`src/rtl/uart_pkg.sv`:
```
// Shared UART definitions used by the transmitter (and its receiver peer).
// Contents:
//   tx_state_e     : transmitter FSM state encoding
//   PARITY_EVEN/ODD: parity-type selector values
//   DATA_WIDTH_DEF : default frame data width
//   cnt_width()    : bit-counter width for a given data width
//   parity_of()    : parity bit for a data word and parity type
package uart_pkg;

  typedef enum logic [2:0] {
    ST_IDLE   = 3'd0,
    ST_START  = 3'd1,
    ST_DATA   = 3'd2,
    ST_PARITY = 3'd3,
    ST_STOP   = 3'd4
  } tx_state_e;

  localparam logic PARITY_EVEN = 1'b0;
  localparam logic PARITY_ODD  = 1'b1;

  localparam int DATA_WIDTH_DEF = 8;

  // A counter that indexes data_width bits needs at least one bit even
  // when data_width is 1.
  function automatic int cnt_width(input int n);
    if (n <= 1) begin
      return 1;
    end else begin
      return $clog2(n);
    end
  endfunction

  // Even parity is the XOR of all data bits; odd parity is its inverse,
  // which is the same as XOR-ing in the type bit.
  function automatic logic parity_of(input logic [63:0] data, input logic ptype);
    return (^data) ^ ptype;
  endfunction

endpackage

```
`src/rtl/uart_tx_parity_calc.sv`:
```
// tx_parity_calc: purely combinational parity generator.
// Ports:
//   data        in  data_width  word to protect
//   parity_type in  1           0 = even, 1 = odd
//   parity_bit  out 1           parity bit to append to the frame
module tx_parity_calc
  import uart_pkg::*;
#(
  parameter int data_width = DATA_WIDTH_DEF
) (
  input  logic [data_width-1:0] data,
  input  logic                  parity_type,
  output logic                  parity_bit
);

  logic [63:0] data_ext;

  // Zero-extension does not change the XOR reduction.
  assign data_ext   = 64'(data);
  assign parity_bit = parity_of(data_ext, parity_type);

endmodule

```
`src/rtl/uart_tx.sv`:
```
// uart_tx: serial UART transmitter, one clock per bit period.
// Frame: start (0), data LSB first, optional parity, one stop (1).
// Ports:
//   CLK           in  1           bit clock
//   RST           in  1           asynchronous active-low reset
//   P_DATA        in  data_width  byte to send, sampled on accept
//   Data_valid    in  1           request, accepted only while idle
//   Parity_Enable in  1           insert parity bit (sampled on accept)
//   Parity_Type   in  1           0 = even, 1 = odd (sampled on accept)
//   TX_OUT        out 1           registered serial line, idles high
//   Busy          out 1           registered, high from start through stop
module uart_tx
  import uart_pkg::*;
#(
  parameter int data_width = DATA_WIDTH_DEF
) (
  input  logic                  CLK,
  input  logic                  RST,
  input  logic [data_width-1:0] P_DATA,
  input  logic                  Data_valid,
  input  logic                  Parity_Enable,
  input  logic                  Parity_Type,
  output logic                  TX_OUT,
  output logic                  Busy
);

  localparam int CW = cnt_width(data_width);
  localparam logic [CW-1:0] CNT_LAST = CW'(data_width - 1);

  tx_state_e             state, state_next;
  logic [data_width-1:0] shift_reg, shift_next;
  logic [CW-1:0]         cnt, cnt_next;
  logic                  par_bit, par_next;
  logic                  par_en, par_en_next;
  logic                  tx_reg, tx_next;
  logic                  busy_reg, busy_next;
  logic                  par_calc;

  tx_parity_calc #(
    .data_width(data_width)
  ) u_parity (
    .data       (P_DATA),
    .parity_type(Parity_Type),
    .parity_bit (par_calc)
  );

  // Next-state and next-output logic; outputs are computed for the state
  // being entered so they change on the same edge as the state.
  always_comb begin
    state_next  = state;
    shift_next  = shift_reg;
    cnt_next    = cnt;
    par_next    = par_bit;
    par_en_next = par_en;
    tx_next     = 1'b1;
    busy_next   = 1'b0;
    case (state)
      ST_IDLE: begin
        if (Data_valid) begin
          state_next  = ST_START;
          shift_next  = P_DATA;
          par_next    = par_calc;
          par_en_next = Parity_Enable;
          cnt_next    = '0;
          tx_next     = 1'b0;
          busy_next   = 1'b1;
        end else begin
          state_next = ST_IDLE;
          tx_next    = 1'b1;
          busy_next  = 1'b0;
        end
      end
      ST_START: begin
        // Present D0 on entry to DATA and pre-shift so shift[0] holds D1.
        state_next = ST_DATA;
        tx_next    = shift_reg[0];
        shift_next = {1'b0, shift_reg[data_width-1:1]};
        cnt_next   = '0;
        busy_next  = 1'b1;
      end
      ST_DATA: begin
        busy_next = 1'b1;
        if (cnt == CNT_LAST) begin
          if (par_en) begin
            state_next = ST_PARITY;
            tx_next    = par_bit;
          end else begin
            state_next = ST_STOP;
            tx_next    = 1'b1;
          end
        end else begin
          state_next = ST_DATA;
          tx_next    = shift_reg[0];
          shift_next = {1'b0, shift_reg[data_width-1:1]};
          cnt_next   = cnt + CW'(1);
        end
      end
      ST_PARITY: begin
        state_next = ST_STOP;
        tx_next    = 1'b1;
        busy_next  = 1'b1;
      end
      ST_STOP: begin
        state_next = ST_IDLE;
        tx_next    = 1'b1;
        busy_next  = 1'b0;
      end
      default: begin
        state_next = ST_IDLE;
        tx_next    = 1'b1;
        busy_next  = 1'b0;
      end
    endcase
  end

  // State, datapath and output registers; reset leaves the line idle high.
  always_ff @(posedge CLK or negedge RST) begin
    if (!RST) begin
      state     <= ST_IDLE;
      shift_reg <= '0;
      cnt       <= '0;
      par_bit   <= 1'b0;
      par_en    <= 1'b0;
      tx_reg    <= 1'b1;
      busy_reg  <= 1'b0;
    end else begin
      state     <= state_next;
      shift_reg <= shift_next;
      cnt       <= cnt_next;
      par_bit   <= par_next;
      par_en    <= par_en_next;
      tx_reg    <= tx_next;
      busy_reg  <= busy_next;
    end
  end

  assign TX_OUT = tx_reg;
  assign Busy   = busy_reg;

endmodule
```
`config.mk`:
```
export PLATFORM = sky130hd
export DESIGN_NAME = uart_tx
export DESIGN_NICKNAME = d
export VERILOG_FILES = /design/src/rtl/uart_pkg.sv /design/src/rtl/uart_tx_parity_calc.sv /design/src/rtl/uart_tx.sv
export SDC_FILE = /design/constraint.sdc
export NUM_CORES = 1
export LEC_CHECK = 0
export CAP_MARGIN = 20
export CORE_UTILIZATION = 52
export CTS_CLUSTER_DIAMETER = 50
export DETAILED_ROUTE_END_ITERATION = 8
export GPL_ROUTABILITY_DRIVEN = 1
export PLACE_DENSITY = 0.76
export SYNTH_ARGS = -nofsm -noshare
export SYNTH_HDL_FRONTEND = slang
export SYNTH_SLANG_ARGS = --single-unit
export TNS_END_PERCENT = 20
```
`constraint.sdc`:
```
create_clock -name CLK -period 1.97 [get_ports CLK]
set_input_delay 0.4925 -clock CLK [delete_from_list [all_inputs] [get_ports CLK]]
set_output_delay 0.4925 -clock CLK [all_outputs]
set_load 0.01 [all_outputs]
```
Yosys cells after proc, flatten, opt, wreduce, memory -nomap -nowiden. Cells that the tools add are included.

Order comparisons: 0. Shift operators: 0. Equal/unequal tests: 6. Mux-type cells: 16. Bitwise logic cells: 1. Reductions and logical operators: 6. Add/subtract/negate cells: 1. Divide/modulo/power cells: 0. Multipliers: 0.

Operator list (count): 64-bit parity (1); 8-bit one-hot mux with 3 select lines (1); 8-bit 2-to-1 mux (2); 3-bit 2-to-1 mux (4); 3-bit one-hot mux with 4 select lines (1); 3-bit one-hot mux with 3 select lines (1); 3-bit by 2-bit equality test with 1-bit output (second input constant) (2); 1-bit 2-to-1 mux (5); 2-bit != test (second input constant) (2); 3-bit by 1-bit adder with 3-bit output (second input constant) (1); 3-bit by 1-bit equality test with 1-bit output (second input constant) (1); 3-bit equality test (second input constant) (1); 3-bit zero test (1); 1-bit one-hot mux with 3 select lines (1); 3-bit AND reduction (1); 3-bit nonzero test (1); 3-bit OR reduction (1); 1-bit one-hot mux with 2 select lines (1); 2-bit AND reduction (1); 1-bit bitwise XOR (1).

Register bits after elaboration: 18. Memories kept: 0. Memory bits (writable): 0. Latch bits: 0. ROM bits: 0.

Depth between registers and ports, before layout. Gate-level depths: netlist of run 1.

Depth in word-level cells: 3. Mapped depth: 7.

Cells and area by module. From an unflattened synthesis of run 1, not the netlist that was laid out.

Cells, all modules: 97. Area total of the unflattened synthesis: 1059.8 um^2.

Modules (own cells, without submodules): uart_tx (area an instance 977.2 um^2, cells each 90, sequential area each 451.7 um^2, times used 1); tx_parity_calc (area an instance 82.6 um^2, cells each 7, sequential area each 0.0 um^2, times used 1).

Least setup slack after synthesis of run 1. OpenSTA, ideal clock, no wires.

Path type: flip-flop to flip-flop. From: register cnt[0]. To: register cnt[1]. Stages on the path, launching flop included: 8. Buffers on the path: 1. Arrival time: 1.672 ns. Path slack: 0.222 ns. Cell sequence: dfrtp_1 -> ha_1 -> ha_1 -> or3b_1 -> a21oi_2 -> buf_4 -> nand4_1 -> o21ai_1.

Longest elaborated chain between the ends: 3. Elaborated cells on any way between the ends: 6.

Ends and longest elaborated chain: from (decl) (line uart_tx.sv:32) `logic [CW-1:0] cnt, cnt_next;`; from (signal assigned) (line uart_tx.sv:129) `cnt <= cnt_next;`; 3-bit by 1-bit adder with 3-bit output or 3-bit equality test (tied branches) (line uart_tx.sv:95, uart_tx.sv:83); 3-bit 2-to-1 mux or 2-bit != test (tied branches); 3-bit one-hot mux with 3 select lines or 3-bit AND reduction (tied branches).

Several ways; a longest one is shown, not always the timed one. The select of a mux whose other input is x is not followed. A chain may end at the register's enable or synchronous reset.

Worst setup path in the final report of run 1.
From: register cnt[0]. To: register shift_reg[7].

Longest elaborated chain between the ends: 3.

Ends and longest elaborated chain: 3-bit equality test (line uart_tx.sv:83) `if (cnt == CNT_LAST) begin`; 2-bit != test (no line); 3-bit AND reduction (no line); to (signal assigned) (line uart_tx.sv:128) `shift_reg <= shift_next;`; to (decl) (line uart_tx.sv:31) `logic [data_width-1:0] shift_reg, shift_next;`.

No other way between the ends.

==> flow_summary.json, run 1 <==
{
  "track_usage": 0.1946,
  "hold_ws_ns": 0.4718,
  "path_clk_slew_ns": 0.10,
  "startpoint_type": "register",
  "die_area_um2": 2054,
  "viasPerCell": 5.279,
  "postSynthCellCount": 98,
  "p_sw_frac": 0.3843,
  "internal_power_w": 0.001043,
  "grt_use_met2": 0.3014,
  "place_area_um2": 1150,
  "routedWlPerCell_um": 12.31,
  "combinationalPowerShare": 0.459,
  "mostFrequentLayoutCells": "dfrtp_1, clkdlybuf4s50_1, a21oi_1, nor2_1, mux2i_1",
  "drt-total-wl_um": 1723,
  "initial_core_util": 0.5591,
  "grt_max_degree": 15,
  "grt_pass1_vias": 651,
  "antenna_found_initial": 0,
  "yosysTopAreaCellShare": 0.4359,
  "dieWidth_um": 45.32,
  "crit_path_max_fanout": 12,
  "core_area_um2": 1745,
  "grt_pass1_wl_um": 2787,
  "cp_data_arrival_time_ns": 2.13,
  "fillers": 152,
  "largest_reg_flops": 8,
  "cts_tree": "yes",
  "ys_warn_count": 0,
  "final_common_cell": "dfrtp_1",
  "clockBufferDepth": 2,
  "hold_violations": 0,
  "max_cap_viol_count": 0,
  "rows": 15,
  "gp_congestion": 0.7439,
  "synth-seq-area-share": 0.4628,
  "leakagePower_nw": 0.5152,
  "power_frac_clock": 0.136,
  "hold_class": "in2async",
  "drt_iter0_drc": 17,
  "drtAntennaViolNets": 0,
  "multi_input_area_um2": 474.2,
  "ys_ff_latch": 18,
  "drc": 0,
  "fin_crit_sh": 0.9690,
  "worstSetupPathType": "reg2reg",
  "pwr-share-seq": 0.405,
  "ctsHtreeMaxLevel": 1,
  "overflow": 0,
  "skew_ns": 0.001160,
  "syn_area_um2": 975.9,
  "setup-violations-final": 0,
  "first_pass_iters": 4,
  "maxSlewViolCount": 0,
  "hpwl_um": 1332,
  "rsz0062_at_grt": "yes",
  "hold_buffers": 0,
  "relSlewSlack": 0.7432,
  "cts_resized": 0,
  "postLayoutCellArea_um2": 1186,
  "grtUsageMet1": 0.2551,
  "max_freq_mhz": 523.8,
  "avgSynthCellArea_um2": 9.959,
  "clock_latency_ns": 0.29,
  "num_antenna_cells": 0,
  "yosysTopAreaCell": "dfrtp_1",
  "clock_sinks": 18,
  "ir_worst_vdd_mv": 0.7247,
  "synth_nets": 114,
  "cts_buffers": 3,
  "nets": 132,
  "synthTopCellsByArea": "dfrtp_1, mux2i_1, a21oi_1",
  "worst_slew_pin_slew_ns": 0.3839,
  "switchingPower_w": 0.0006513,
  "min_period_ns": 1.909,
  "die_h_um": 45.32,
  "power.density_nw_per_um2": 1429,
  "worst_setup_path_end_kind": "register",
  "area_delta_synth_final_pct": 21.54,
  "vias": 739,
  "required_ns": 2.19,
  "status": "completed",
  "pin_count": 15,
  "use_met3": 0.04800,
  "port_buffers": 14,
  "regArea_um2": 451.7,
  "postCtsSetupBuffers": 0,
  "ys_types": 30,
  "busiest_layer": "met2",
  "drive_gt1_frac": 0.1130,
  "cts_root_buf": "clkbuf_4",
  "tns_ns": 0
}
logic make-up (layout without fill, tap and decap cells):
group                      Yosys count  count (layout)  synth area share
muxes                                8               8           0.08334
buffers and inverters               11              28           0.05128
adders and majority gates            3               3           0.03847
AOI/OAI and AO/OA                   25              25            0.1564
DFF                                 18              18            0.4628
xor gates and xnor gates             7               7           0.07692
and+or+nand+nor                     26              26            0.1308
metrics by stage:
stage	total power [W]	setup WS (ns)	utilization	cells
6_report	0.001695	0.06102	0.6796	140
2_1_floorplan	0.001269	0.2220	-	98
3_3_place_gp	0.001442	-0.05440	0.6588	136
5_1_grt	0.001834	-0.02491	0.6796	140
3_5_place_dp	0.001478	-0.06569	0.6588	136
4_1_cts	0.001710	0.06896	0.6796	140
cells in the mapped netlist (all sizes together):
library cell and count:
nand2b 3, and2 1, o21a 1, nor3 3, a31oi 1, mux2 1, buf 5, o21bai 1
nand2 2, a211oi 1, nand4 2, inv 6, mux2i 7, nand3b 1, dfstp 1, or3b 1
a21oi 14, xnor2 5, a31o 1, nor2b 1, xnor3 1, nor2 12, ha 3, xor2 1
o21ai 6, dfrtp 17
worst max-delay path: stages, from the launching register on:
cell      delay, ns
dfrtp_1        0.43
ha_1           0.23
ha_1           0.19
or3b_1         0.38
a21oi_2        0.21
buf_4          0.21
nand3b_1       0.09
o21ai_1        0.10
worst paths after layout:
path | end | from | cells after the start | slack, ns
min in group CLK | par_bit$_DFFE_PN0P_ | par_bit$_DFFE_PN0P_ | 1 | 0.54
worst max-delay path | shift_reg[7]$_DFFE_PN0P_ | cnt[0]$_DFFE_PN0P_ | 7 | 0.06
worst min register to register | par_bit$_DFFE_PN0P_ | par_bit$_DFFE_PN0P_ | 1 | 0.54
max in group asynchronous | state[1]$_DFF_PN0_ | RST | 2 | 1.02
worst max register to register | shift_reg[7]$_DFFE_PN0P_ | cnt[0]$_DFFE_PN0P_ | 7 | 0.06
worst min-delay path | state[2]$_DFF_PN0_ | RST | 1 | 0.47
power by group through the flow:
stage | logic (W) | clock network [W] | registers, W
after floorplan | 0.000639 | 0 | 0.000630
after global placement | 0.000753 | 0 | 0.000689
after detailed placement | 0.000783 | 0 | 0.000695
after CTS | 0.000788 | 0.000236 | 0.000686
after global routing | 0.000868 | 0.000255 | 0.000710
final | 0.000778 | 0.000230 | 0.000687
metal layers:
metal  share of wire  vias up  routed length, µm
li1                -      371                  -
met1            0.49      352                848
met2            0.46       11                797
met3           0.024        5                 42
met4           0.020        0                 35
met5               0        -                  0
area by class of cell:
| type | instances | area share |
|---|---|---|
| Tap cell | 25 | 0.02637 |
| Clock buffer | 4 | 0.03059 |
| Inverter | 6 | 0.01899 |
| Sequential cell | 18 | 0.3808 |
| Multi-Input combinational cell | 69 | 0.3998 |
| Timing Repair Buffer | 18 | 0.1435 |
Power figures use the tool's default switching activity.
==> inputs of run 2 (changes only) <==
--- a/config.mk
+++ b/config.mk
@@ -9,7 +9,6 @@
 export CORE_UTILIZATION = 52
 export CTS_CLUSTER_DIAMETER = 50
 export DETAILED_ROUTE_END_ITERATION = 8
-export GPL_ROUTABILITY_DRIVEN = 1
 export PLACE_DENSITY = 0.76
 export SYNTH_ARGS = -nofsm -noshare
 export SYNTH_HDL_FRONTEND = slang
==> results of run 2 <==
Same layout as run 1: the final DEF is identical, and so are final timing and power.
